File: src/rtl/imem_loader_pkg.sv
// Shared definitions for the boot-time instruction loader and the main decoder:
// supported opcodes, loader FSM encoding and small helper functions.
package imem_loader_pkg;

    localparam int unsigned WORD_W = 32;

    localparam logic [6:0] OP_LOAD   = 7'b0000011;
    localparam logic [6:0] OP_STORE  = 7'b0100011;
    localparam logic [6:0] OP_RTYPE  = 7'b0110011;
    localparam logic [6:0] OP_BRANCH = 7'b1100011;

    typedef enum logic [2:0] {
        IDLE  = 3'd0,
        LEN0  = 3'd1,
        LEN1  = 3'd2,
        DATA  = 3'd3,
        WRITE = 3'd4,
        CHK   = 3'd5,
        DONE  = 3'd6,
        ERR   = 3'd7
    } ld_state_e;

    function automatic logic op_supported(input logic [6:0] op);
        logic ok_s;
        case (op)
            OP_LOAD, OP_STORE, OP_RTYPE, OP_BRANCH: ok_s = 1'b1;
            default:                                ok_s = 1'b0;
        endcase
        return ok_s;
    endfunction

    function automatic logic [7:0] chk_update(input logic [7:0] acc, input logic [7:0] b);
        return acc ^ b;
    endfunction

endpackage

File: src/rtl/imem_loader_byte_to_word.sv
// Little-endian 4-byte assembler: each accepted byte lands in the lane given by
// a 2-bit index; a one-cycle pulse follows the byte that completes a word.
module imem_loader_byte_to_word
    import imem_loader_pkg::*;
(
    input  logic              clk,
    input  logic              rst_n,
    input  logic              clr,
    input  logic              byte_en,
    input  logic [7:0]        byte_in,
    output logic [WORD_W-1:0] word,
    output logic [1:0]        lane,
    output logic              word_done
);

    logic [WORD_W-1:0] word_r;
    logic [1:0]        lane_r;
    logic              done_r;

    // Lane placement, lane index advance and completion pulse.
    always_ff @(posedge clk or negedge rst_n) begin
        if (!rst_n) begin
            word_r <= {WORD_W{1'b0}};
            lane_r <= 2'd0;
            done_r <= 1'b0;
        end else if (clr) begin
            word_r <= {WORD_W{1'b0}};
            lane_r <= 2'd0;
            done_r <= 1'b0;
        end else begin
            done_r <= byte_en && (lane_r == 2'd3);
            if (byte_en) begin
                word_r[{lane_r, 3'b000} +: 8] <= byte_in;
                lane_r                       <= lane_r + 2'd1;
            end else begin
                lane_r <= lane_r;
            end
        end
    end

    assign word      = word_r;
    assign lane      = lane_r;
    assign word_done = done_r;

endmodule

File: src/rtl/imem_loader.sv
// Boot-time instruction-memory writer: parses a length/words/checksum byte
// stream, writes each word to imem and releases the core only after a clean load.
module imem_loader
    import imem_loader_pkg::*;
#(
    parameter int ADDR_W = 8,
    parameter int DEPTH  = 256
) (
    input  logic              clk,
    input  logic              rst_n,
    input  logic              start,
    input  logic              byte_valid,
    input  logic [7:0]        byte_data,
    output logic              byte_ready,
    output logic              imem_we,
    output logic [ADDR_W-1:0] imem_addr,
    output logic [31:0]       imem_wdata,
    output logic              core_hold,
    output logic              done,
    output logic              err,
    output logic [ADDR_W:0]   bad_op_cnt
);

    localparam logic [ADDR_W-1:0] ADDR_ONE = {{(ADDR_W-1){1'b0}}, 1'b1};
    localparam logic [ADDR_W:0]   CNT_ONE  = {{ADDR_W{1'b0}}, 1'b1};
    localparam logic [ADDR_W:0]   CNT_MAX  = {(ADDR_W+1){1'b1}};

    ld_state_e         state_r;
    ld_state_e         state_nxt_s;
    logic              ready_nxt_s;
    logic              start_ok_s;
    logic              xfer_s;
    logic [15:0]       len_s;
    logic [7:0]        len_lo_r;
    logic [ADDR_W:0]   len_r;
    logic [ADDR_W:0]   wcnt_r;
    logic [ADDR_W-1:0] addr_r;
    logic [7:0]        chk_r;
    logic [ADDR_W:0]   bad_op_cnt_r;
    logic              byte_ready_r;
    logic              core_hold_r;
    logic              done_r;
    logic              err_r;
    logic [31:0]       asm_word_s;
    logic [1:0]        asm_lane_s;
    logic              asm_done_s;

    assign xfer_s     = byte_valid & byte_ready_r;
    assign len_s      = {byte_data, len_lo_r};
    assign start_ok_s = start && ((state_r == IDLE) || (state_r == DONE) || (state_r == ERR));

    // The assembler register doubles as the write-data register; its pulse is the WRITE cycle.
    imem_loader_byte_to_word u_b2w (
        .clk       (clk),
        .rst_n     (rst_n),
        .clr       (start_ok_s),
        .byte_en   (xfer_s && (state_r == DATA)),
        .byte_in   (byte_data),
        .word      (asm_word_s),
        .lane      (asm_lane_s),
        .word_done (asm_done_s)
    );

    // Next-state decode plus the ready flag for the coming state.
    always_comb begin
        state_nxt_s = state_r;
        ready_nxt_s = 1'b0;
        case (state_r)
            IDLE, DONE, ERR: begin
                if (start) state_nxt_s = LEN0;
                else       state_nxt_s = state_r;
            end
            LEN0: begin
                if (xfer_s) state_nxt_s = LEN1;
                else        state_nxt_s = LEN0;
            end
            LEN1: begin
                if (!xfer_s)                  state_nxt_s = LEN1;
                else if (len_s > 16'(DEPTH))  state_nxt_s = ERR;
                else if (len_s == 16'd0)      state_nxt_s = CHK;
                else                          state_nxt_s = DATA;
            end
            DATA: begin
                if (xfer_s && (asm_lane_s == 2'd3)) state_nxt_s = WRITE;
                else                                state_nxt_s = DATA;
            end
            WRITE: begin
                if ((wcnt_r + CNT_ONE) == len_r) state_nxt_s = CHK;
                else                             state_nxt_s = DATA;
            end
            CHK: begin
                if (!xfer_s)                 state_nxt_s = CHK;
                else if (byte_data == chk_r) state_nxt_s = DONE;
                else                         state_nxt_s = ERR;
            end
            default: state_nxt_s = IDLE;
        endcase
        case (state_nxt_s)
            LEN0, LEN1, DATA, CHK: ready_nxt_s = 1'b1;
            default:               ready_nxt_s = 1'b0;
        endcase
    end

    // State register and status flags registered from the next state.
    always_ff @(posedge clk or negedge rst_n) begin
        if (!rst_n) begin
            state_r      <= IDLE;
            byte_ready_r <= 1'b0;
            core_hold_r  <= 1'b1;
            done_r       <= 1'b0;
            err_r        <= 1'b0;
        end else begin
            state_r      <= state_nxt_s;
            byte_ready_r <= ready_nxt_s;
            core_hold_r  <= (state_nxt_s != DONE);
            done_r       <= (state_nxt_s == DONE);
            err_r        <= (state_nxt_s == ERR);
        end
    end

    // Length capture, address/word counters, checksum and unsupported-opcode count.
    always_ff @(posedge clk or negedge rst_n) begin
        if (!rst_n) begin
            len_lo_r     <= 8'd0;
            len_r        <= {(ADDR_W+1){1'b0}};
            wcnt_r       <= {(ADDR_W+1){1'b0}};
            addr_r       <= {ADDR_W{1'b0}};
            chk_r        <= 8'd0;
            bad_op_cnt_r <= {(ADDR_W+1){1'b0}};
        end else if (start_ok_s) begin
            wcnt_r       <= {(ADDR_W+1){1'b0}};
            addr_r       <= {ADDR_W{1'b0}};
            chk_r        <= 8'd0;
            bad_op_cnt_r <= {(ADDR_W+1){1'b0}};
        end else begin
            if ((state_r == LEN0) && xfer_s) len_lo_r <= byte_data;
            if ((state_r == LEN1) && xfer_s) len_r    <= len_s[ADDR_W:0];
            if ((state_r == DATA) && xfer_s) chk_r    <= chk_update(chk_r, byte_data);
            if (state_r == WRITE) begin
                addr_r <= addr_r + ADDR_ONE;
                wcnt_r <= wcnt_r + CNT_ONE;
                if (!op_supported(asm_word_s[6:0]) && (bad_op_cnt_r != CNT_MAX)) begin
                    bad_op_cnt_r <= bad_op_cnt_r + CNT_ONE;
                end
            end
        end
    end

    assign byte_ready = byte_ready_r;
    assign imem_we    = asm_done_s;
    assign imem_addr  = addr_r;
    assign imem_wdata = asm_word_s;
    assign core_hold  = core_hold_r;
    assign done       = done_r;
    assign err        = err_r;
    assign bad_op_cnt = bad_op_cnt_r;

endmodule

File: config.mk
export PLATFORM = sky130hd
export DESIGN_NAME = imem_loader
export DESIGN_NICKNAME = d
export VERILOG_FILES = /design/src/rtl/imem_loader_pkg.sv /design/src/rtl/imem_loader_byte_to_word.sv /design/src/rtl/imem_loader.sv
export SDC_FILE = /design/constraint.sdc
export NUM_CORES = 1
export LEC_CHECK = 0
export ABC_AREA = 0
export BUFFER_PORTS_ARGS = -buffer_cell sky130_fd_sc_hd__buf_2
export CAP_MARGIN = 20
export CELL_PAD_IN_SITES_DETAIL_PLACEMENT = 2
export CELL_PAD_IN_SITES_GLOBAL_PLACEMENT = 2
export CORE_MARGIN = 5
export CORE_UTILIZATION = 37
export CTS_CLUSTER_DIAMETER = 80
export CTS_CLUSTER_SIZE = 25
export DETAILED_ROUTE_END_ITERATION = 6
export HOLD_SLACK_MARGIN = 0.05
export MAX_ROUTING_LAYER = met4
export PLACE_DENSITY_LB_ADDON = 0.1
export SLEW_MARGIN = 40
export SYNTH_ARGS = -nofsm -noshare
export SYNTH_HDL_FRONTEND = slang
export SYNTH_SLANG_ARGS = --single-unit
File: constraint.sdc
create_clock -name clk -period 2.6 [get_ports clk]
set_clock_uncertainty 0.15 [all_clocks]
set_input_delay 0.13 -clock clk [delete_from_list [all_inputs] [get_ports clk]]
set_output_delay 0.13 -clock clk [all_outputs]
set_load 0.005 [all_outputs]
# [After elaboration in Yosys (flattened, before gate mapping)]
# Cells that the tools add are included.
[op_classes] n_reduce_logical=21 div_mod_pow=0 n_addsub=5 mux=29 bitwise=3 n_shift=2 n_lt_le_gt_ge=1 multipliers=0 eq_ne=22
[op_table] op="32-bit two-way mux" n=2
[op_table] op="9-bit two-way mux" n=5
[op_table] op="32-bit bitwise mux" n=1
[op_table] op="8-bit two-way mux" n=4
[op_table] op="8-bit by 7-bit variable shift with 32-bit output, first input constant" n=1
[op_table] op="8-bit by 7-bit indexed part select with 32-bit output" n=1
[op_table] op="3-bit == test, second input constant" n=7
[op_table] op="9-bit by 1-bit adder with 9-bit output, second input constant" n=2
[op_table] op="3-bit two-way mux" n=6
[op_table] op="3-bit one-hot mux with 6 select lines" n=1
[op_table] op="16-bit by 9-bit > comparator with 1-bit output, second input constant" n=1
[op_table] op="16-bit logical NOT" n=1
[op_table] op="7-bit by 6-bit == test with 1-bit output, second input constant" n=2
[op_table] op="3-bit by 2-bit == test with 1-bit output, second input constant" n=4
[op_table] op="9-bit == test" n=1
[op_table] op="9-bit != test, second input constant" n=1
[op_table] op="8-bit by 1-bit adder with 8-bit output, second input constant" n=1
[op_table] op="8-bit == test" n=1
[op_table] op="2-bit two-way mux" n=4
[op_table] op="4-bit OR reduction" n=2
[op_table] op="8-bit bitwise XOR" n=1
[op_table] op="7-bit by 2-bit == test with 1-bit output, second input constant" n=1
[op_table] op="7-bit == test, second input constant" n=1
[op_table] op="1-bit logical AND" n=7
[op_table] op="14 further kinds" n=25
[word_totals] out_inout_bits=54 ramBits=0 rom_bits=0 elab_cells=97 reg_bits=93 memories=0 latchBits=0 inputBits=12

# [Depth between registers and ports, before layout]
# Gate-level depths: netlist of the first run.
[logic_depth] word_depth=10 ltp_mapped=8 depth_no_buf=8

# [Cells and area by module]
# From an unflattened synthesis of the first run, not the netlist that was laid out.
[hier_totals] hier_cells=429 area_unflattened_um2=4644.5
[by_module_without_submodules] module="imem_loader" n_inst=1 seq_area_each_um2=1452.6 area_each_um2=3036.7 cells_per_inst=302
[by_module_without_submodules] module="imem_loader_byte_to_word" n_inst=1 seq_area_each_um2=875.8 area_each_um2=1607.8 cells_per_inst=127

# [Worst setup path before layout of the first run]
# OpenSTA, ideal clock, no wires.
[synth_path] path_kind="register to register" from="register bad_op_cnt_r[0], in the netlist bad_op_cnt[0]" to="register bad_op_cnt_r[5], in the netlist bad_op_cnt[5]" path_buffers=0 required_ns=2.318 setup_slack_ns=0.433 path_stages_with_launch=9 setup_ns=0.132 arrival_time_ns=1.886 cell_sequence="dfrtp_1 > ha_1 > and3_1 > and3_1 > ha_1 > a211oi_4 > nand4_1 > xor2_1 > nor2_1"
[synth_between] elab_chain_cells=4
[synth_lines] item="from (decl)" line_no="imem_loader.sv:39" text="logic [ADDR_W:0] bad_op_cnt_r;"
[synth_lines] item="from (signal assigned)" line_no="imem_loader.sv:129" text="bad_op_cnt_r <= {(ADDR_W+1){1'b0}};"
[synth_lines] item="from (signal assigned)" line_no="imem_loader.sv:134" text="bad_op_cnt_r <= {(ADDR_W+1){1'b0}};"
[synth_lines] item="from (signal assigned)" line_no="imem_loader.sv:143" text="bad_op_cnt_r <= bad_op_cnt_r + CNT_ONE;"
[synth_lines] item="9-bit by 1-bit adder with 9-bit output or 9-bit != test (tied branches)" line_no="imem_loader.sv:143, imem_loader.sv:142"
[synth_lines] item="9-bit two-way mux or 1-bit logical AND (tied branches)" line_no="imem_loader.sv:142" text="if (!op_supported(asm_word_s[6:0]) && (bad_op_cnt_r != CNT_MAX)) begin"
[synth_lines] item="9-bit two-way mux or 2-bit nonzero test (tied branches)"
[synth_lines] item="9-bit two-way mux or 2-bit AND reduction (tied branches)"
# Several ways; a longest one is shown, not always the timed one. The select of a mux whose other input is x is not followed.
# A chain may end at the register's enable or synchronous reset.

# [Worst setup path after layout of the first run]
[layout_path] from="register wcnt_r[0]" to="register state_r[2]"
[layout_between] elab_chain_cells=4
[layout_lines] item="from (decl)" line_no="imem_loader.sv:36" text="logic [ADDR_W:0] wcnt_r;"
[layout_lines] item="from (signal assigned)" line_no="imem_loader.sv:126" text="wcnt_r <= {(ADDR_W+1){1'b0}};"
[layout_lines] item="from (signal assigned)" line_no="imem_loader.sv:131" text="wcnt_r <= {(ADDR_W+1){1'b0}};"
[layout_lines] item="from (signal assigned)" line_no="imem_loader.sv:141" text="wcnt_r <= wcnt_r + CNT_ONE;"
[layout_lines] item="9-bit by 1-bit adder with 9-bit output" line_no="imem_loader.sv:88" text="if ((wcnt_r + CNT_ONE) == len_r) state_nxt_s = CHK;"
[layout_lines] item="9-bit == test" line_no="imem_loader.sv:88"
[layout_lines] item="3-bit two-way mux" line_no="imem_loader.sv:88"
[layout_lines] item="3-bit one-hot mux with 6 select lines" line_no="imem_loader.sv:68" text="case (state_r)"
[layout_lines] item="via state_nxt_s[2]" line_no="imem_loader.sv:29" text="ld_state_e state_nxt_s;"
[layout_lines] item="to (signal assigned)" line_no="imem_loader.sv:113" text="state_r <= state_nxt_s;"
[layout_lines] item="to (decl)" line_no="imem_loader.sv:28" text="ld_state_e state_r;"
# The timed path passes the listed nets, and every way through them passes these cells.

==> results.cfg, run 1 <==
[place]
place_inst = 602
globalplace.congestion = 0.834
port_buffers = 65
pre_cts_slack_ns = 0.202
hpwl_um = 9000

[worst_setup_path]
r2r_slack_ns = 0.19
start_kind = flop
cpMaxStageDelayCell = dfrtp_1
worstPathMaxFanout = 9
path_cells = ha_1 -> a21bo_2 -> a2111oi_2 -> a221oi_1 -> nor4_2 -> a31oi_1 -> a211oi_1
criticalPathCategory = reg2reg
crit_required_ns = 2.71
crit_family = compound AO/OA/AOI/OAI gates
cp-end-kind = flop
crit_buf_inv = 0
cp.arrival_ns = 2.52
worst-path-stages = 7
r2r_cells = 7
critPathMaxStageDelay_ns = 0.44

[final_layout]
stdcell_count = 624
final_util_pct = 44.5
antenna_cells = 0
fill_cells = 1262
multiInputGateArea_um2 = 2040
area_delta_synth_final_pct = 18.8
nets = 493
drive_above_1_share_pct = 24.7
seqCellArea_um2 = 2330

[timing]
layout_worst_path_cycle_share_pct = 92.6
slew_headroom_pct = 50.1
max_slew.worst_pin.slew_ns = 0.744
final_hold_viol_count = 0
maxSlewViolCount = 0
max_freq_mhz = 415
finalCriticalPeriod_ns = 2.41
finalSetupViolCount = 0
setup_ws_ns = 0.191
grt_setup_unrepaired = false
fin_tns_setup_ns = 0

[pwr]
power_density_nw_per_um2 = 967
ir_drop_v = 0.000362
power_leakage_uw = 0.00259
netSwitchingPower_uw = 1860
switching_share_pct = 36.0
p_int_uw = 3300
clock_power_share_pct = 26.3
p_comb_share_pct = 31.6
finalPower_uw = 5150
pwr-share-seq_pct = 42.0

[synth]
ys_types = 52
synthTopCellsByArea = dfrtp_1 51%, a22o_1 5.9%, xor2_1 4.7%
synthTopCellsByCount = 92 x dfrtp_1, 34 x nand2_1, 33 x nor2_1
synth_area_um2 = 4480
synth-edff-count = 0
synth_cells = 404
avgSynthCellArea_um2 = 11.1
yosysMostFrequentCell = dfrtp_1
synth_flop_cell = dfrtp_1
synth_fp_nets = 425
postSynth.asyncResetShare_pct = 100
ys_ff_latch = 93
ys_warn_count = 0
yosys.area.top_type = dfrtp_1
synth_top_area_share_pct = 51.4
yosysSeqAreaShare_pct = 51.9

[clock_tree]
cts_tree = yes
clk_transition_reported_paths_ns = 0.07
clockRootBuffer = clkbuf_16
cts_max_path_buffers = 2
htree_levels = 3
cts_resized = 0
clock_sinks = 93
numCtsBuffers = 9
clk_latency_ns = 0.35

[run]
maxCapViolations = 0

[floorplanning]
die_h_um = 120
initial_core_util_pct = 37.5
die_x_um = 120
rows = 40
ios = 66
core_region_area_um2 = 12000
die-area_um2 = 14400

[global_route]
overflow = 0
grt_pass1_vias = 3869
grt_pass1_wl_um = 21400
antenna_found_initial = 0
grt_max_degree = 52
grt_usage_pct = 19.5

[route]
dr.pass1.iters = 4
avgRoutedWirePerCell_um = 20.5
vias_per_cell = 5.47
drt_iter0_markers = 139
ant_nets = 0
drc = 0
wl_um = 12800
vias = 3415

[worst_hold_path]
holdCritPathClass = in2reg
holdPathStages = 3

[status]
status = complete, no violations
-- power by group through the flow --
stage / Sequential (uW) / Clock, uW / Combinational, uW
final: 2170 / 1360 / 1630
after global routing: 2220 / 1470 / 1810
after CTS: 2170 / 1400 / 1660
after detailed placement: 2200 / 0 / 1640
after global placement: 2170 / 0 / 1570
after floorplan: 2060 / 0 / 1180
-- logic make-up after synthesis --
kind of cell	Yosys count	synth area share, %
xor gates and xnor gates	39	7.62
DFF	93	51.9
adders and majority gates	9	2.51
muxes	20	4.94
and+or+nand+nor	136	16.4
buffers and inverters	25	2.51
AOI/OAI and AO/OA	82	14.1
-- state kept, by name (all words and copies together), names as in the netlist, 2 cells and up --
| register | cells |
|---|---|
| len_r | 9 |
| imem_addr | 8 |
| u_b2w.word | 32 |
| len_lo_r | 8 |
| u_b2w.lane | 2 |
| state_r | 3 |
| bad_op_cnt | 9 |
| wcnt_r | 9 |
| chk_r | 8 |
-- layer usage --
layer	vias up	GRT usage, %	wire length [um]
met2	44	31.4	6320
met4	0	6.59	202
li1	1581	-	-
met5	-	-	0
met3	12	3.20	261
met1	1778	25.2	5990
-- worst reg2reg max path: stages (launching register included) --
cell and delay [ns]:
dfrtp_1 0.44, ha_1 0.36, a21bo_2 0.25, a2111oi_2 0.29, a221oi_1 0.10, nor4_2 0.35
a31oi_1 0.16, a211oi_1 0.21
-- per-stage QoR --
stage	instance area, um2	hold slack, ns
after global routing	5320	0.0821
after floorplan	4480	-0.316
after detailed placement	4960	0.0183
after CTS	5320	0.0558
final	5320	0.0554
after global placement	4960	0.0173
-- final timing paths --
path,startpoint,to
setup / recovery,wcnt_r[0]$_DFFE_PN0P_,state_r[2]$_DFF_PN0_
hold / removal,byte_data[0],u_b2w.word[16]$_DFFE_PN0P_
hold reg to reg,u_b2w.word[17]$_DFFE_PN0P_,u_b2w.word[17]$_DFFE_PN0P_
setup reg to reg,wcnt_r[0]$_DFFE_PN0P_,state_r[2]$_DFF_PN0_
min in group asynchronous,rst_n,u_b2w.word[26]$_DFFE_PN0P_
max in group asynchronous,rst_n,bad_op_cnt[4]$_DFFE_PN0P_
-- layout make-up --
class                      instances  share of cell area (%)
clock buffer                      11                    4.56
clock inverter                     5                    1.10
inverter                           4                   0.282
multi-input combinational        286                    38.4
sequential                        93                    43.7
tap                              147                    3.45
timing repair buffer              78                    8.51
-- cells in the final DEF (no fill, tap or decap), types with 3 or more instances in the layout --
master	count
mux2i_1	3
ha_1	9
a21oi_1	12
inv_1	4
nor3_1	5
dlygate4sd3_1	6
nand3_1	11
xor2_1	24
nand2_1	34
nor4_1	5
clkbuf_16	9
o31ai_1	5
buf_2	64
nand2b_1	5
buf_4	7
a21o_1	3
xnor2_1	15
dfrtp_1	92
nor2_1	33
a22o_1	30
and3_1	12
mux2_2	17
o21ai_0	13
nor2b_1	4
and2_1	5
nor3b_1	3
nand4_1	8
-- repair_timing --
item                                    4_1_cts  5_1_grt
endpoints found under the hold margin        53        0
endpoints found under the setup margin        0        0
hold buffers                                  6        0
buffers inserted                              0        0
(Power assumes the default switching activity.)
==> run 2: changes to the inputs <==
--- a/config.mk
+++ b/config.mk
@@ -11,7 +11,7 @@
 export CELL_PAD_IN_SITES_DETAIL_PLACEMENT = 2
 export CELL_PAD_IN_SITES_GLOBAL_PLACEMENT = 2
 export CORE_MARGIN = 5
-export CORE_UTILIZATION = 37
+export CORE_UTILIZATION = 40
 export CTS_CLUSTER_DIAMETER = 80
 export CTS_CLUSTER_SIZE = 25
 export DETAILED_ROUTE_END_ITERATION = 6
==> constraint.sdc (replaced) <==
create_clock -name clk -period 3 [get_ports clk]
set_clock_uncertainty 0.15 [all_clocks]
set_input_delay 0.15 -clock clk [delete_from_list [all_inputs] [get_ports clk]]
set_output_delay 0.15 -clock clk [all_outputs]
set_load 0.005 [all_outputs]
==> results.cfg, run 2 (same netlist as run 1, synthesis figures left out) <==
[status]
status = complete, no violations

[global_route]
overflow = 0
grt_usage_pct = 21.3
grt_pass1_vias = 3928
antenna_found_initial = 0
grt_max_degree = 58
grt_pass1_wl_um = 21300

[floorplanning]
die_h_um = 116
rows = 38
ios = 66
die_x_um = 116
initial_core_util_pct = 41.0
die-area_um2 = 13400
core_region_area_um2 = 10900

[place]
hpwl_um = 8870
place_inst = 595
port_buffers = 65
globalplace.congestion = 0.818

[final_layout]
stdcell_count = 613
final_cell_mix = 92 x dfrtp_1, 64 x buf_2, 34 x nand2_1
nets = 490
drive_above_1_share_pct = 24.9
antenna_cells = 0
area_delta_synth_final_pct = 17.9
final_util_pct = 48.3
largest_register_ffs = 32
layout_commonest_cell = dfrtp_1

[worst_setup_path]
path_cells = dlygate4sd3_1 -> buf_2 -> xnor2_1 -> nand3_1 -> nor4_1 -> nor3b_1 -> a221oi_1 -> a21oi_1
worstPathMaxFanout = 8
crit_buf_inv = 2
critPathMaxStageDelay_ns = 0.67
crit_required_ns = 3.04
start_kind = primary input
cpMaxStageDelayCell = a221oi_1
r2r_slack_ns = 0.47
crit_family = compound AO/OA/AOI/OAI gates
criticalPathCategory = in2reg
cp-end-kind = flop
cp.arrival_ns = 2.60

[timing]
max_slew.worst_pin.slew_ns = 0.816
hold_slack_ns = 0.0623
final_hold_viol_count = 0
grt_setup_unrepaired = false
finalSetupViolCount = 0
finalCriticalPeriod_ns = 2.56
maxSlewViolCount = 0
slew_headroom_pct = 45.6
layout_worst_path_cycle_share_pct = 85.3
max_freq_mhz = 391
fin_tns_setup_ns = 0

[run]
maxCapViolations = 0

[clock_tree]
clockRootBuffer = clkbuf_16
numCtsBuffers = 9
clk_latency_ns = 0.35
clock_sinks = 93
htree_levels = 3
cts_tree = yes
cts_max_path_buffers = 2
clk_transition_reported_paths_ns = 0.06

[route]
wl_um = 12800
vias_per_cell = 5.55
dr.pass1.iters = 4
ant_nets = 0
avgRoutedWirePerCell_um = 20.9
drc = 0
vias = 3405
drt_iter0_markers = 108

[pwr]
ir_drop_v = 0.000432
power_leakage_uw = 0.00259
power_density_nw_per_um2 = 848

[worst_hold_path]
holdCritPathClass = in2reg
## run 2: power by group
| group | switching [uW] | internal (uW) | total (uW) | leakage, uW |
|---|---|---|---|---|
| logic | 812 | 626 | 1440 | 0.00119 |
| registers | 322 | 1560 | 1880 | 0.00125 |
| clock network | 480 | 684 | 1160 | 0.000147 |
| total | 1610 | 2870 | 4480 | 0.00259 |
## run 2: final timing paths
kind                                             from                          to  cells past startpoint
max                                      byte_data[7]        byte_ready$_DFF_PN0_                      8
min                                      byte_data[3]  u_b2w.word[27]$_DFFE_PN0P_                      2
max reg2reg                 bad_op_cnt[0]$_DFFE_PN0P_   bad_op_cnt[7]$_DFFE_PN0P_                      8
min reg2reg                u_b2w.word[17]$_DFFE_PN0P_  u_b2w.word[17]$_DFFE_PN0P_                      1
max in group asynchronous                       rst_n        chk_r[0]$_DFFE_PN0P_                      3
min in group asynchronous                       rst_n       wcnt_r[7]$_DFFE_PN0P_                      2
## run 2: repair_timing
item	in CTS	in global routing
hold endpoints to repair	41	0
hold buffers	3	0
gates resized for setup	0	0
setup buffers	0	0
setup endpoints to repair	0	0
## run 2: final cells by class
cell class              count  area [um2]
repair buffers             75         423
fillers                  1164        5650
clock buffers              11         253
inverters                   4        15.0
flip-flops and latches     93        2330
well taps                 140         175
multi-input cells         286        2040
clock inverters             4        47.5
## run 2: metal layers
layer / track usage [%] / wire, um / vias to the layer above
met5: - / 0 / -
met4: 6.73 / 205 / 0
met3: 3.86 / 373 / 15
met2: 35.1 / 6510 / 48
met1: 26.7 / 5710 / 1778
li1: - / - / 1564
## run 2: worst reg2reg max path, stage by stage (launching register included)
cell and delay (ns):
dfrtp_1 0.42, ha_1 0.23, and3_1 0.22, and3_1 0.19, ha_1 0.21, a211oi_4 0.49
nand4_1 0.22, xor2_1 0.22, nor2_1 0.07
## run 2: stage by stage
| stage | total power, uW | setup WS [ns] | area [um2] |
|---|---|---|---|
| floorplan | 2810 | 0.833 | 4480 |
| global placement | 3220 | 0.673 | 4950 |
| detailed placement | 3330 | 0.510 | 4950 |
| CTS | 4550 | 0.446 | 5280 |
| global route | 4780 | 0.259 | 5280 |
| finish | 4480 | 0.441 | 5280 |
==> run 3: changes to the inputs <==
--- a/config.mk
+++ b/config.mk
@@ -7,7 +7,7 @@
 export LEC_CHECK = 0
 export ABC_AREA = 0
 export BUFFER_PORTS_ARGS = -buffer_cell sky130_fd_sc_hd__buf_2
-export CAP_MARGIN = 20
+export CAP_MARGIN = 40
 export CELL_PAD_IN_SITES_DETAIL_PLACEMENT = 2
 export CELL_PAD_IN_SITES_GLOBAL_PLACEMENT = 2
 export CORE_MARGIN = 5
@@ -21,4 +21,5 @@
 export SLEW_MARGIN = 40
 export SYNTH_ARGS = -nofsm -noshare
 export SYNTH_HDL_FRONTEND = slang
+export SYNTH_HIERARCHICAL = 1
 export SYNTH_SLANG_ARGS = --single-unit
==> results.cfg, run 3 <==
[timing]
slew_headroom_pct = 50.5
grt_setup_unrepaired = false
hold_slack_ns = 0.0684
max_freq_mhz = 399
fin_tns_setup_ns = 0
maxSlewViolCount = 0
final_hold_viol_count = 0
setup_ws_ns = 0.496
finalCriticalPeriod_ns = 2.50
max_slew.worst_pin.slew_ns = 0.742
layout_worst_path_cycle_share_pct = 83.5
finalSetupViolCount = 0

[pwr]
power_leakage_uw = 0.00256
ir_drop_v = 0.000312
power_density_nw_per_um2 = 866

[route]
ant_nets = 0
avgRoutedWirePerCell_um = 21.1
drt_iter0_markers = 151
dr.pass1.iters = 4
drc = 0
wl_um = 13600
vias = 3632
vias_per_cell = 5.64

[synth]
yosysMostFrequentCell = dfrtp_1
synth-edff-count = 0
synthTopCellsByCount = 92 x dfrtp_1, 37 x nand2_1, 34 x nor2_1
postSynth.asyncResetShare_pct = 100
synth_cells = 429
synth_top_area_share_pct = 49.6
ys_ff_latch = 93
synth_flop_cell = dfrtp_1
yosysSeqAreaShare_pct = 50.1
avgSynthCellArea_um2 = 10.8
yosys.area.top_type = dfrtp_1
synth_area_um2 = 4640
ys_types = 55
ys_warn_count = 6
synthTopCellsByArea = dfrtp_1 50%, xor2_1 5.8%, mux2_2 4.1%
synth_fp_nets = 451

[final_layout]
antenna_cells = 0
design_area_um2 = 5480
nets = 519
drive_above_1_share_pct = 24.2
layout_commonest_cell = dfrtp_1
fill_cells = 1200
area_delta_synth_final_pct = 18.0
largest_register_ffs = 32
final_cell_mix = 92 x dfrtp_1, 64 x buf_2, 37 x nand2_1

[floorplanning]
ios = 66
die-area_um2 = 13900
die_x_um = 118
rows = 39
core_region_area_um2 = 11400
die_h_um = 118
initial_core_util_pct = 40.7

[clock_tree]
numCtsBuffers = 9
cts_tree = yes
clockRootBuffer = clkbuf_16
clock_sinks = 93
clk_latency_ns = 0.34
post_cts_buffers = 0
cts_max_path_buffers = 2
htree_levels = 3
clk_transition_reported_paths_ns = 0.06

[place]
hpwl_um = 9570
pre_cts_slack_ns = 0.519
globalplace.congestion = 0.863
port_buffers = 65
place_area_um2 = 5140

[worst_setup_path]
cp-end-kind = flop
crit_end = bad_op_cnt[7]$_DFFE_PN0P_
start_kind = flop
worstReg2RegStart = bad_op_cnt[0]$_DFFE_PN0P_
worstPathMaxFanout = 7
r2r_slack_ns = 0.50
crit_required_ns = 3.13
path_cells = ha_1 -> and3_1 -> and3_1 -> ha_1 -> nor2_4 -> nand3_1 -> or4_1 -> nand2_1
startpoint = bad_op_cnt[0]$_DFFE_PN0P_
r2r_end = bad_op_cnt[7]$_DFFE_PN0P_
cp.arrival_ns = 2.63
r2r_cells = 8
criticalPathCategory = reg2reg
critPathMaxStageDelay_ns = 0.55
cpMaxStageDelayCell = or4_1

[worst_hold_path]
worstHoldStart = byte_data[6]
holdCritPathClass = in2reg

[global_route]
grt_max_degree = 51
overflow = 0
grt_usage_pct = 20.9
grt_pass1_wl_um = 22700
antenna_found_initial = 0
grt_pass1_vias = 4117

[status]
status = complete, no violations

[run]
maxCapViolations = 0
[run 3: cell types whose count changed in the layout (fill, tap and decap cells not counted), sizes merged, moves of 4 or more]
cell     delta
and3        -4
a211oi      +4
o2bb2ai     +9
a32o       +14
a21oi       +4
o32ai       +7
inv        +10
xor2        +7
a22o       -30
nand3b      +6
[run 3: cells by family (layout without fill, tap and decap cells)]
| family | Yosys count | after routing | synth area share (%) |
|---|---|---|---|
| AO/OA/AOI/OAI | 82 | 82 | 14.3 |
| XOR/XNOR | 46 | 46 | 8.67 |
| adder cells (fa/ha/maj) | 10 | 10 | 2.69 |
| buffers and inverters | 34 | 106 | 3.15 |
| flip-flops | 93 | 93 | 50.1 |
| multiplexers | 19 | 19 | 4.55 |
| AND/OR/NAND/NOR | 145 | 145 | 16.5 |
[run 3: area by class of cell]
type                       count  area (um2)  area share, %
clock buffer                  11         243           4.43
clock inverter                 4        72.6           1.32
sequential                    93        2330           42.5
multi-input combinational    302        2170           39.6
tap                          143         179           3.26
inverter                      14        52.6          0.959
timing repair buffer          77         435           7.95
[run 3: worst min path at each step]
stage,to,cells past startpoint
final,u_b2w/word[6]$_DFFE_PN0P_,3
after global placement,u_b2w/word[24]$_DFFE_PN0P_,1
after CTS,u_b2w/word[7]$_DFFE_PN0P_,3
after floorplan,bad_op_cnt[0]$_DFFE_PN0P_,0
after global routing,u_b2w/word[6]$_DFFE_PN0P_,3
after detailed placement,u_b2w/word[24]$_DFFE_PN0P_,1
[run 3: through the flow]
stage                     std cells  power (uW)  utilization, %
after CTS                       644        4820            48.0
after floorplan                 429        2980               -
after global routing            644        5080            48.0
after global placement          627        3440            45.1
after detailed placement        627        3550            45.1
final                           644        4750            48.0
[run 3: per-layer routing]
| metal | global-route usage [%] | routed length (um) |
|---|---|---|
| met2 | 33.9 | 6840 |
| met1 | 26.8 | 6260 |
| met5 | - | 0 |
| met4 | 7.46 | 237 |
| met3 | 2.93 | 266 |
[run 3: where the power goes]
group | leakage (uW) | internal, uW | total, uW | switching, uW
registers | 0.00123 | 1570 | 1890 | 311
clock network | 0.000152 | 747 | 1220 | 475
logic | 0.00117 | 707 | 1640 | 930
[run 3: what timing repair did]
item                                    CTS  global route
endpoints found under the setup margin    0             0
hold endpoints to repair                 45             0
gates resized for setup                   0             0
hold buffers                              2             0
[run 3: critical path, delay by kind of cell, from the launching register on]
kind | cells | cell delay (ns)
and+or+nand+nor | 6 | 1.44
DFF | 1 | 0.41
adders and majority gates | 2 | 0.45
